### config.mk
export PLATFORM = sky130hd
export DESIGN_NAME = systolic_seq_ctrl_flat
export DESIGN_NICKNAME = d
export VERILOG_FILES = /design/src/rtl/systolic_seq_ctrl_if.sv /design/src/rtl/systolic_seq_ctrl.sv /design/src/flat_wrapper.sv
export SDC_FILE = /design/constraint.sdc
export NUM_CORES = 1
export LEC_CHECK = 0
export CAP_MARGIN = 15
export CELL_PAD_IN_SITES_DETAIL_PLACEMENT = 1
export CELL_PAD_IN_SITES_GLOBAL_PLACEMENT = 1
export CORE_MARGIN = 5
export CORE_UTILIZATION = 30
export CTS_BUF_LIST = sky130_fd_sc_hd__clkbuf_4
export DETAILED_ROUTE_END_ITERATION = 7
export GPL_TIMING_DRIVEN = 0
export PLACE_DENSITY = 0.7
export SLEW_MARGIN = 30
export SYNTH_ARGS = -nofsm -noshare
export SYNTH_HDL_FRONTEND = slang
export SYNTH_SLANG_ARGS = --single-unit
### constraint.sdc
create_clock -name CLK -period 1.85 [get_ports CLK]
set_clock_uncertainty 0.15 [all_clocks]
set_input_delay 0.37 -clock CLK [delete_from_list [all_inputs] [get_ports CLK]]
set_output_delay 0.37 -clock CLK [all_outputs]
set_load 0.01 [all_outputs]
### src/rtl/systolic_seq_ctrl_if.sv
// Job handshake and array-control bundle between the tile scheduler (master)
// and the systolic sequencer (slave).
interface systolic_seq_ctrl_if #(
    parameter int ROWS  = 4,
    parameter int COLS  = 4,
    parameter int BIT_K = 8
);
    localparam int ROW_SEL_W = (ROWS > 1) ? $clog2(ROWS) : 1;

    logic                 start;
    logic [BIT_K-1:0]     k_len;
    logic                 abort;
    logic                 ready;
    logic                 busy;
    logic                 w_load_en;
    logic [ROW_SEL_W-1:0] w_row_sel;
    logic [ROWS-1:0]      act_en;
    logic [COLS-1:0]      out_valid;
    logic                 done;

    modport master (
        output start, k_len, abort,
        input  ready, busy, w_load_en, w_row_sel, act_en, out_valid, done
    );

    modport slave (
        input  start, k_len, abort,
        output ready, busy, w_load_en, w_row_sel, act_en, out_valid, done
    );
endinterface

### src/rtl/systolic_seq_ctrl.sv
// Counter-driven sequencer for the systolic PE array: weight load, skewed
// activation enables and skewed per-column output-valid strobes for one job.
module systolic_seq_ctrl #(
    parameter int ROWS  = 4,
    parameter int COLS  = 4,
    parameter int BIT_K = 8
) (
    input  logic               CLK,
    input  logic               RST,
    systolic_seq_ctrl_if.slave bus
);
    localparam int ROW_SEL_W = (ROWS > 1) ? $clog2(ROWS) : 1;
    localparam int DRAIN_LEN = ROWS + COLS - 1;
    localparam int DRAIN_W   = $clog2(ROWS + COLS + 1);

    typedef enum logic [2:0] {S_IDLE, S_LOAD, S_STREAM, S_DRAIN, S_DONE} state_t;

    state_t               r_state, w_state_nxt;
    logic [ROW_SEL_W-1:0] r_load_cnt, w_load_cnt_nxt;
    logic [BIT_K:0]       r_stream_cnt, w_stream_cnt_nxt;
    logic [DRAIN_W-1:0]   r_drain_cnt, w_drain_cnt_nxt;
    logic [BIT_K-1:0]     r_k, w_k_nxt;

    logic                 r_ready, r_busy, r_load_en, r_done;
    logic [ROWS-1:0]      r_act_en;
    logic [COLS-1:0]      r_out_valid;
    logic                 w_ready_nxt, w_busy_nxt, w_load_en_nxt, w_done_nxt, w_feed_nxt;
    logic [ROWS-1:0]      w_act_en_nxt;
    logic [COLS-1:0]      w_out_valid_nxt;
    logic                 w_abort;

    assign w_abort = bus.abort && (r_state != S_IDLE);

    // NOTE: sequential state uses non-blocking assignments so every register samples pre-edge values.
    always_ff @(posedge CLK or posedge RST) begin
        if (RST) begin
            r_state      <= S_IDLE;
            r_load_cnt   <= '0;
            r_stream_cnt <= '0;
            r_drain_cnt  <= '0;
            r_k          <= '0;
            r_ready      <= 1'b1;
            r_busy       <= 1'b0;
            r_load_en    <= 1'b0;
            r_done       <= 1'b0;
            r_act_en     <= '0;
            r_out_valid  <= '0;
        end else begin
            r_state      <= w_state_nxt;
            r_load_cnt   <= w_load_cnt_nxt;
            r_stream_cnt <= w_stream_cnt_nxt;
            r_drain_cnt  <= w_drain_cnt_nxt;
            r_k          <= w_k_nxt;
            r_ready      <= w_ready_nxt;
            r_busy       <= w_busy_nxt;
            r_load_en    <= w_load_en_nxt;
            r_done       <= w_done_nxt;
            r_act_en     <= w_act_en_nxt;
            r_out_valid  <= w_out_valid_nxt;
        end
    end

    // NOTE: every signal gets a default before the case so no latch is inferred.
    always_comb begin
        w_state_nxt      = r_state;
        w_load_cnt_nxt   = '0;
        w_stream_cnt_nxt = '0;
        w_drain_cnt_nxt  = '0;
        w_k_nxt          = r_k;
        case (r_state)
            S_IDLE: begin
                if (bus.start && (bus.k_len != '0)) begin
                    w_state_nxt = S_LOAD;
                    w_k_nxt     = bus.k_len;
                end
            end
            S_LOAD: begin
                if (r_load_cnt == ROW_SEL_W'(ROWS - 1)) begin
                    w_state_nxt      = S_STREAM;
                    w_stream_cnt_nxt = (BIT_K + 1)'(1);
                end else begin
                    w_load_cnt_nxt = r_load_cnt + 1'b1;
                end
            end
            S_STREAM: begin
                if (r_stream_cnt == {1'b0, r_k}) begin
                    w_state_nxt     = S_DRAIN;
                    w_drain_cnt_nxt = DRAIN_W'(1);
                end else begin
                    w_stream_cnt_nxt = r_stream_cnt + 1'b1;
                end
            end
            S_DRAIN: begin
                // Drain lasts until the last column's strobe has fallen.
                if (r_drain_cnt == DRAIN_W'(DRAIN_LEN)) begin
                    w_state_nxt = S_DONE;
                end else begin
                    w_drain_cnt_nxt = r_drain_cnt + 1'b1;
                end
            end
            S_DONE:  w_state_nxt = S_IDLE;
            default: w_state_nxt = S_IDLE;
        endcase
        if (w_abort) begin
            w_state_nxt      = S_IDLE;
            w_load_cnt_nxt   = '0;
            w_stream_cnt_nxt = '0;
            w_drain_cnt_nxt  = '0;
        end
    end

    // Outputs are decoded from the next state so they are registered yet aligned.
    always_comb begin
        w_ready_nxt   = (w_state_nxt == S_IDLE);
        w_busy_nxt    = (w_state_nxt != S_IDLE);
        w_load_en_nxt = (w_state_nxt == S_LOAD);
        w_done_nxt    = (w_state_nxt == S_DONE);
        w_feed_nxt    = (w_state_nxt == S_STREAM);
        if (w_abort) begin
            w_act_en_nxt    = '0;
            w_out_valid_nxt = '0;
        end else begin
            w_act_en_nxt    = (r_act_en << 1) | ROWS'(w_feed_nxt);
            w_out_valid_nxt = (r_out_valid << 1) | COLS'(r_act_en[ROWS-1]);
        end
    end

    assign bus.ready     = r_ready;
    assign bus.busy      = r_busy;
    assign bus.w_load_en = r_load_en;
    assign bus.w_row_sel = r_load_cnt;
    assign bus.act_en    = r_act_en;
    assign bus.out_valid = r_out_valid;
    assign bus.done      = r_done;
endmodule

### src/flat_wrapper.sv
// flat-port wrapper written by rule: the top's interface ports become plain ports
module systolic_seq_ctrl_flat 
#(
    parameter int ROWS  = 4,
    parameter int COLS  = 4,
    parameter int BIT_K = 8
)
  (CLK, RST, bus_start, bus_k_len, bus_abort, bus_ready, bus_busy, bus_w_load_en, bus_w_row_sel, bus_act_en, bus_out_valid, bus_done);
  systolic_seq_ctrl_if #(.ROWS(ROWS), .COLS(COLS), .BIT_K(BIT_K)) bus_i ();
  input  logic CLK;
  input  logic RST;
  input wire logic [$bits(bus_i.start)-1:0] bus_start;
  input wire logic [$bits(bus_i.k_len)-1:0] bus_k_len;
  input wire logic [$bits(bus_i.abort)-1:0] bus_abort;
  output wire logic [$bits(bus_i.ready)-1:0] bus_ready;
  output wire logic [$bits(bus_i.busy)-1:0] bus_busy;
  output wire logic [$bits(bus_i.w_load_en)-1:0] bus_w_load_en;
  output wire logic [$bits(bus_i.w_row_sel)-1:0] bus_w_row_sel;
  output wire logic [$bits(bus_i.act_en)-1:0] bus_act_en;
  output wire logic [$bits(bus_i.out_valid)-1:0] bus_out_valid;
  output wire logic [$bits(bus_i.done)-1:0] bus_done;
  assign bus_i.start = bus_start;
  assign bus_i.k_len = bus_k_len;
  assign bus_i.abort = bus_abort;
  assign bus_ready = bus_i.ready;
  assign bus_busy = bus_i.busy;
  assign bus_w_load_en = bus_i.w_load_en;
  assign bus_w_row_sel = bus_i.w_row_sel;
  assign bus_act_en = bus_i.act_en;
  assign bus_out_valid = bus_i.out_valid;
  assign bus_done = bus_i.done;
  systolic_seq_ctrl #(.ROWS(ROWS), .COLS(COLS), .BIT_K(BIT_K)) u_core (.CLK(CLK), .RST(RST), .bus(bus_i));
endmodule
Yosys cells after proc, flatten, opt, wreduce, memory -nomap -nowiden
Index checks and enable logic that the tools add are counted.
{"block": "totals", "reg_bits": 38, "in_bits": 12, "out_inout_bits": 14, "word_cells": 52}
{"block": "op_classes", "addsub": 3, "n_eq_ne": 9, "n_mux": 19, "bitwise": 2, "reduce_logical": 8}
{"operator": "$mux 9", "n": 2}
{"operator": "$pmux 9 s2", "n": 1}
{"operator": "$mux 4", "n": 4}
{"operator": "$mux 3", "n": 5}
{"operator": "$pmux 3 s4", "n": 1}
{"operator": "$add 9x1->9 const B", "n": 1}
{"operator": "$eq 3x2->1 const B", "n": 3}
{"operator": "$eq 9x8->1", "n": 1}
{"operator": "$or 4x1->4", "n": 2}
{"operator": "$pmux 4 s2", "n": 1}
{"operator": "$reduce_bool 8->1", "n": 1}
{"operator": "$eq 3x1->1 const B", "n": 2}
{"operator": "$logic_not 3->1", "n": 2}
{"operator": "$mux 2", "n": 3}
{"operator": "$reduce_bool 3->1", "n": 2}
{"operator": "$add 4x1->4 const B", "n": 1}
{"operator": "$eq 4x3->1 const B", "n": 1}
{"operator": "$eq 3x3->1 const B", "n": 1}
{"operator": "$add 2x1->2 const B", "n": 1}
{"operator": "$eq 2x2->1 const B", "n": 1}
{"operator": "$logic_and 1x1->1", "n": 2}
{"operator": "$mux 1", "n": 2}
{"operator": "$reduce_and 2->1", "n": 1}

Depth between registers and ports, before layout
{"block": "depth", "word_depth": 8, "mapped_depth": 5, "depth_no_buf": 5}

Worst setup path after synthesis
OpenSTA, ideal clock, no wires.
{"block": "synth_path", "kind": "register -> register", "from": "register u_core.r_state[1]", "to": "register u_core.r_k[0]", "setup_time_ps": 125, "arrival_ps": 1503, "required_time_ps": 1575, "slack_ps": 72, "stages_incl_launch_ff": 4, "n_path_buf": 0, "period_less_slack_ps": 1778, "cell_sequence": "dfrtp_1 > or2_1 > a2111oi_4 > mux2_2"}
{"block": "synth_between", "elab_chain_cells": 2}
{"item": "start, declared", "line_no": "systolic_seq_ctrl.sv:18", "source": "state_t r_state, w_state_nxt;"}
{"item": "start signal, assigned", "line_no": "systolic_seq_ctrl.sv:49", "source": "r_state <= w_state_nxt;"}
{"item": "$logic_not 3->1", "line_no": "systolic_seq_ctrl.sv:70", "source": "case (r_state)"}
{"item": "$reduce_and 2->1 (no source line)"}
{"item": "end signal, assigned", "line_no": "systolic_seq_ctrl.sv:53", "source": "r_k <= w_k_nxt;"}
{"item": "end, declared", "line_no": "systolic_seq_ctrl.sv:22", "source": "logic [BIT_K-1:0] r_k, w_k_nxt;"}
Every way passes these cells.
A chain may end at the register's enable or synchronous reset.

Final worst setup path
{"block": "layout_path", "from": "register u_core.r_state[1]", "to": "register u_core.r_act_en[0] (netlist: u_core.bus.act_en[0])"}
{"block": "layout_between", "elab_chain_cells": 6, "elab_cells_between_ends": 15, "cone_classes": "4 x eq/ne; 7 x mux; 1 x bitwise; 3 x reduce/logical"}
{"item": "$eq 3x2->1, or another cell as far along", "line_no": "systolic_seq_ctrl.sv:70"}
{"item": "$pmux 3 s4 or $logic_and 1x1->1 (tied branches)", "line_no": "systolic_seq_ctrl.sv:70, systolic_seq_ctrl.sv:32"}
{"item": "$mux 3", "line_no": "systolic_seq_ctrl.sv:104", "source": "if (w_abort) begin"}
{"item": "$eq 3x2->1", "line_no": "systolic_seq_ctrl.sv:118", "source": "w_feed_nxt = (w_state_nxt == S_STREAM);"}
{"item": "$or 4x1->4", "line_no": "systolic_seq_ctrl.sv:123", "source": "w_act_en_nxt = (r_act_en << 1) | ROWS'(w_feed_nxt);"}
{"item": "$mux 4 *", "line_no": "systolic_seq_ctrl.sv:119", "source": "if (w_abort) begin"}
{"item": "via u_core.w_act_en_nxt[0]", "line_no": "systolic_seq_ctrl.sv:28", "source": "logic [ROWS-1:0] w_act_en_nxt;"}
{"item": "end signal, assigned", "line_no": "systolic_seq_ctrl.sv:58", "source": "r_act_en <= w_act_en_nxt;"}
{"item": "end, declared", "line_no": "systolic_seq_ctrl.sv:25", "source": "logic [ROWS-1:0] r_act_en;"}
Mark *: on every way through the listed nets, which the timed path passes. The rest lies on a longest branch.

==> results.cfg <==
[status]
status = finished with violations
violations = negative setup slack

[die]
fp.dieW_um = 84.4
die_h_um = 84.4
fp.dieArea_sq_um = 7130
start_util = 0.305
core_area_sq_um = 5440
num_rows = 27
io_pins = 26

[placement]
dp.cells = 241
gp_congestion = 0.740
portBuffers = 25
place_hpwl_um = 2780

[critical_path]
path_cells = buf_6, or3b_4, or4_4, and3_4
crit_end = u_core.bus.act_en[0]
cp_slowest_cell = or4_4
path_buf_inv = 1
slowest_delay_ns = 0.55
reg2reg_slack_ns = -0.03
r2r_end = u_core.bus.act_en[0]
worstSetupStartpointType = flip-flop
critPathRequiredTime_ns = 1.95
path_depth = 4
r2r_cells = 4
path_class = flip-flop to flip-flop
worstPathArrival_ns = 1.98
cp_top_family = simple AND/OR/NAND/NOR gates
end_kind = flip-flop
startpoint = u_core.r_state[1]
worstPathMaxFanout = 6
r2r-start = u_core.r_state[1]

[sta]
slew_violations = 0
layout_min_cycle_time_ns = 1.88
hold_violations = 0
max_freq_mhz = 532
rsz0062_at_grt = true
max_slew_margin = 0.490
setup_slack_ns = -0.0289
finalSetupViolations = 5
fin_crit_sh = 1.02
fin_setup_tns_ns = -0.0661
worst_pin_slew_ns = 0.764

[global_route]
grt_pass1_vias = 1313
grt_max_degree = 39
antenna_found_initial = 0
grt.total_usage = 0.114
grt_overflow = 0
grt_first_pass_wirelength_um = 6420

[yosys]
syn_nets = 159
postSynthAreaPerCell_sq_um = 11.5
synthCells = 144
synth_top_flop_cell = dfrtp_1
ys_types = 31
synth_async_sr_flop_share = 1.00
seq_area_frac_synth = 0.573
ys.warnings.count = 0
synth_edf_count = 0
syn_area_sq_um = 1660
synth_seq_cells = 38

[layout]
layout-area-overhead-vs-synth_pct = 37.6
antenna_cells = 0
final_layout_size_suffix_gt1_frac = 0.234
num-nets-final = 202
instances_no_fill = 260

[drt]
via_per_inst = 4.59
wire_per_inst_um = 15.5
drtIter0Drc = 31
drc = 0
num_vias = 1193
dr.pass1.iters = 4
antenna_left = 0
totalWireLength_um = 4020

[power_and_ir_drop]
pwr_density_cell_nw_per_um2 = 1040
leakage_uw = 0.000985
peakVddDrop_v = 0.000597

[clock_network]
hold_buffers = 0
path_clk_slew_ns = 0.12
cts_tree = built
cts.sinks = 38
clockBufferDepth = 2
numCtsBuffers = 5
clock_latency_ns = 0.35
cts-root-buf = clkbuf_4
cts_htree_levels = 2

[run]
cap_violations = 0

[hold_path]
hold_path_class = input port to asynchronous set/reset pin
==> cell usage after synthesis, types with 3 or more instances <==
cell     count  share of area
xor2_1       3          0.016
o21ai_0      3         0.0090
mux2_2       9          0.061
nor3_1       4          0.012
dfrtp_1     37           0.56
xnor2_1     14          0.074
inv_1        5          0.011
nor2_1      19          0.043
and2_1       9          0.034
ha_1         3          0.023
nand3_1      6          0.018
nand2_1      9          0.020
==> registers in the layout, indices dropped and copies added (netlist names), 2 cells and up <==
| signal | flops |
|---|---|
| u_core.r_state | 3 |
| u_core.r_k | 8 |
| u_core.r_stream_cnt | 9 |
| u_core.bus.w_row_sel | 2 |
| u_core.bus.out_valid | 4 |
| u_core.r_drain_cnt | 4 |
| u_core.bus.act_en | 4 |
==> cell families after synthesis <==
kind of cell	after synthesis	synth area share
buffers and inverters	6	0.0143
AO/OA/AOI/OAI	12	0.0587
XOR/XNOR	17	0.0896
multiplexers	9	0.0610
flip-flops	38	0.573
AND/OR/NAND/NOR	59	0.181
adder cells (fa/ha/maj)	3	0.0226
==> worst reg2reg max path: stages (launching register included) <==
cell and delay, ns:
dfrtp_2 0.40, buf_6 0.12, or3b_4 0.38, or4_4 0.55
and3_4 0.19
==> final cells by class <==
type / count / area, sq um
Inverter: 5 / 18.8
Clock inverter: 3 / 40.0
Buffer: 1 / 11.3
Tap cell: 72 / 90.1
Fill cell: 582 / 3150
Sequential cell: 38 / 956
Clock buffer: 5 / 37.5
Timing Repair Buffer: 36 / 360
Multi-Input combinational cell: 100 / 772
==> cell usage in the layout, fill, tap and decap left out, types with 4 or more instances in the layout <==
master           count
dfrtp_1             34
buf_6                4
inv_1                4
nor3_1               4
mux2_4               8
nor2_1              19
clkbuf_4             5
buf_4                7
nand3_1              5
xnor2_1             14
and2_1               9
nand2_1              9
clkdlybuf4s50_1     22
==> worst min-delay path by stage <==
stage | cells past startpoint | end | slack, ns
5_1_grt | 1 | u_core.bus.w_row_sel[0] | 0.38
6_report | 2 | u_core.bus.out_valid[3] | 0.31
4_1_cts | 1 | u_core.bus.w_row_sel[0] | 0.34
3_3_place_gp | 1 | u_core.bus.w_row_sel[0] | 0.30
3_5_place_dp | 1 | u_core.bus.act_en[3] | 0.32
2_1_floorplan | 1 | u_core.r_drain_cnt[0] | 0.29
==> report_power, final <==
part	total, uW	switching (uW)	internal [uW]
clock network	565	285	280
registers	1090	106	987
logic	711	311	400
total	2370	703	1670
==> what timing repair did <==
item,in CTS,in global routing
endpoints found under the setup margin,23,23
buffers inserted,3,7
cloned,1,0
pin swaps,2,4
gates resized for setup,11,21
==> metal layers <==
| layer | GRT usage | up-vias | part of all wire |
|---|---|---|---|
| met4 | 0.0432 | 0 | 0.013 |
| met5 | 0 | - | 0 |
| met3 | 0.0314 | 8 | 0.035 |
| met1 | 0.141 | 595 | 0.45 |
| met2 | 0.189 | 19 | 0.50 |
| li1 | - | 571 | - |
==> per-stage QoR <==
step	hold slack, ns	utilization	area, sq um	worst slack [ns]	total power (uW)
6_report	0.309	0.420	2290	-0.0289	2370
5_1_grt	0.376	0.420	2290	-0.0842	2510
4_1_cts	0.345	0.395	2150	-0.0391	2280
3_5_place_dp	0.322	0.368	2000	-0.722	1650
3_3_place_gp	0.300	0.368	2000	-0.647	1620
2_1_floorplan	0.294	-	1660	0.0725	1430
Power figures use the tool's default switching activity.
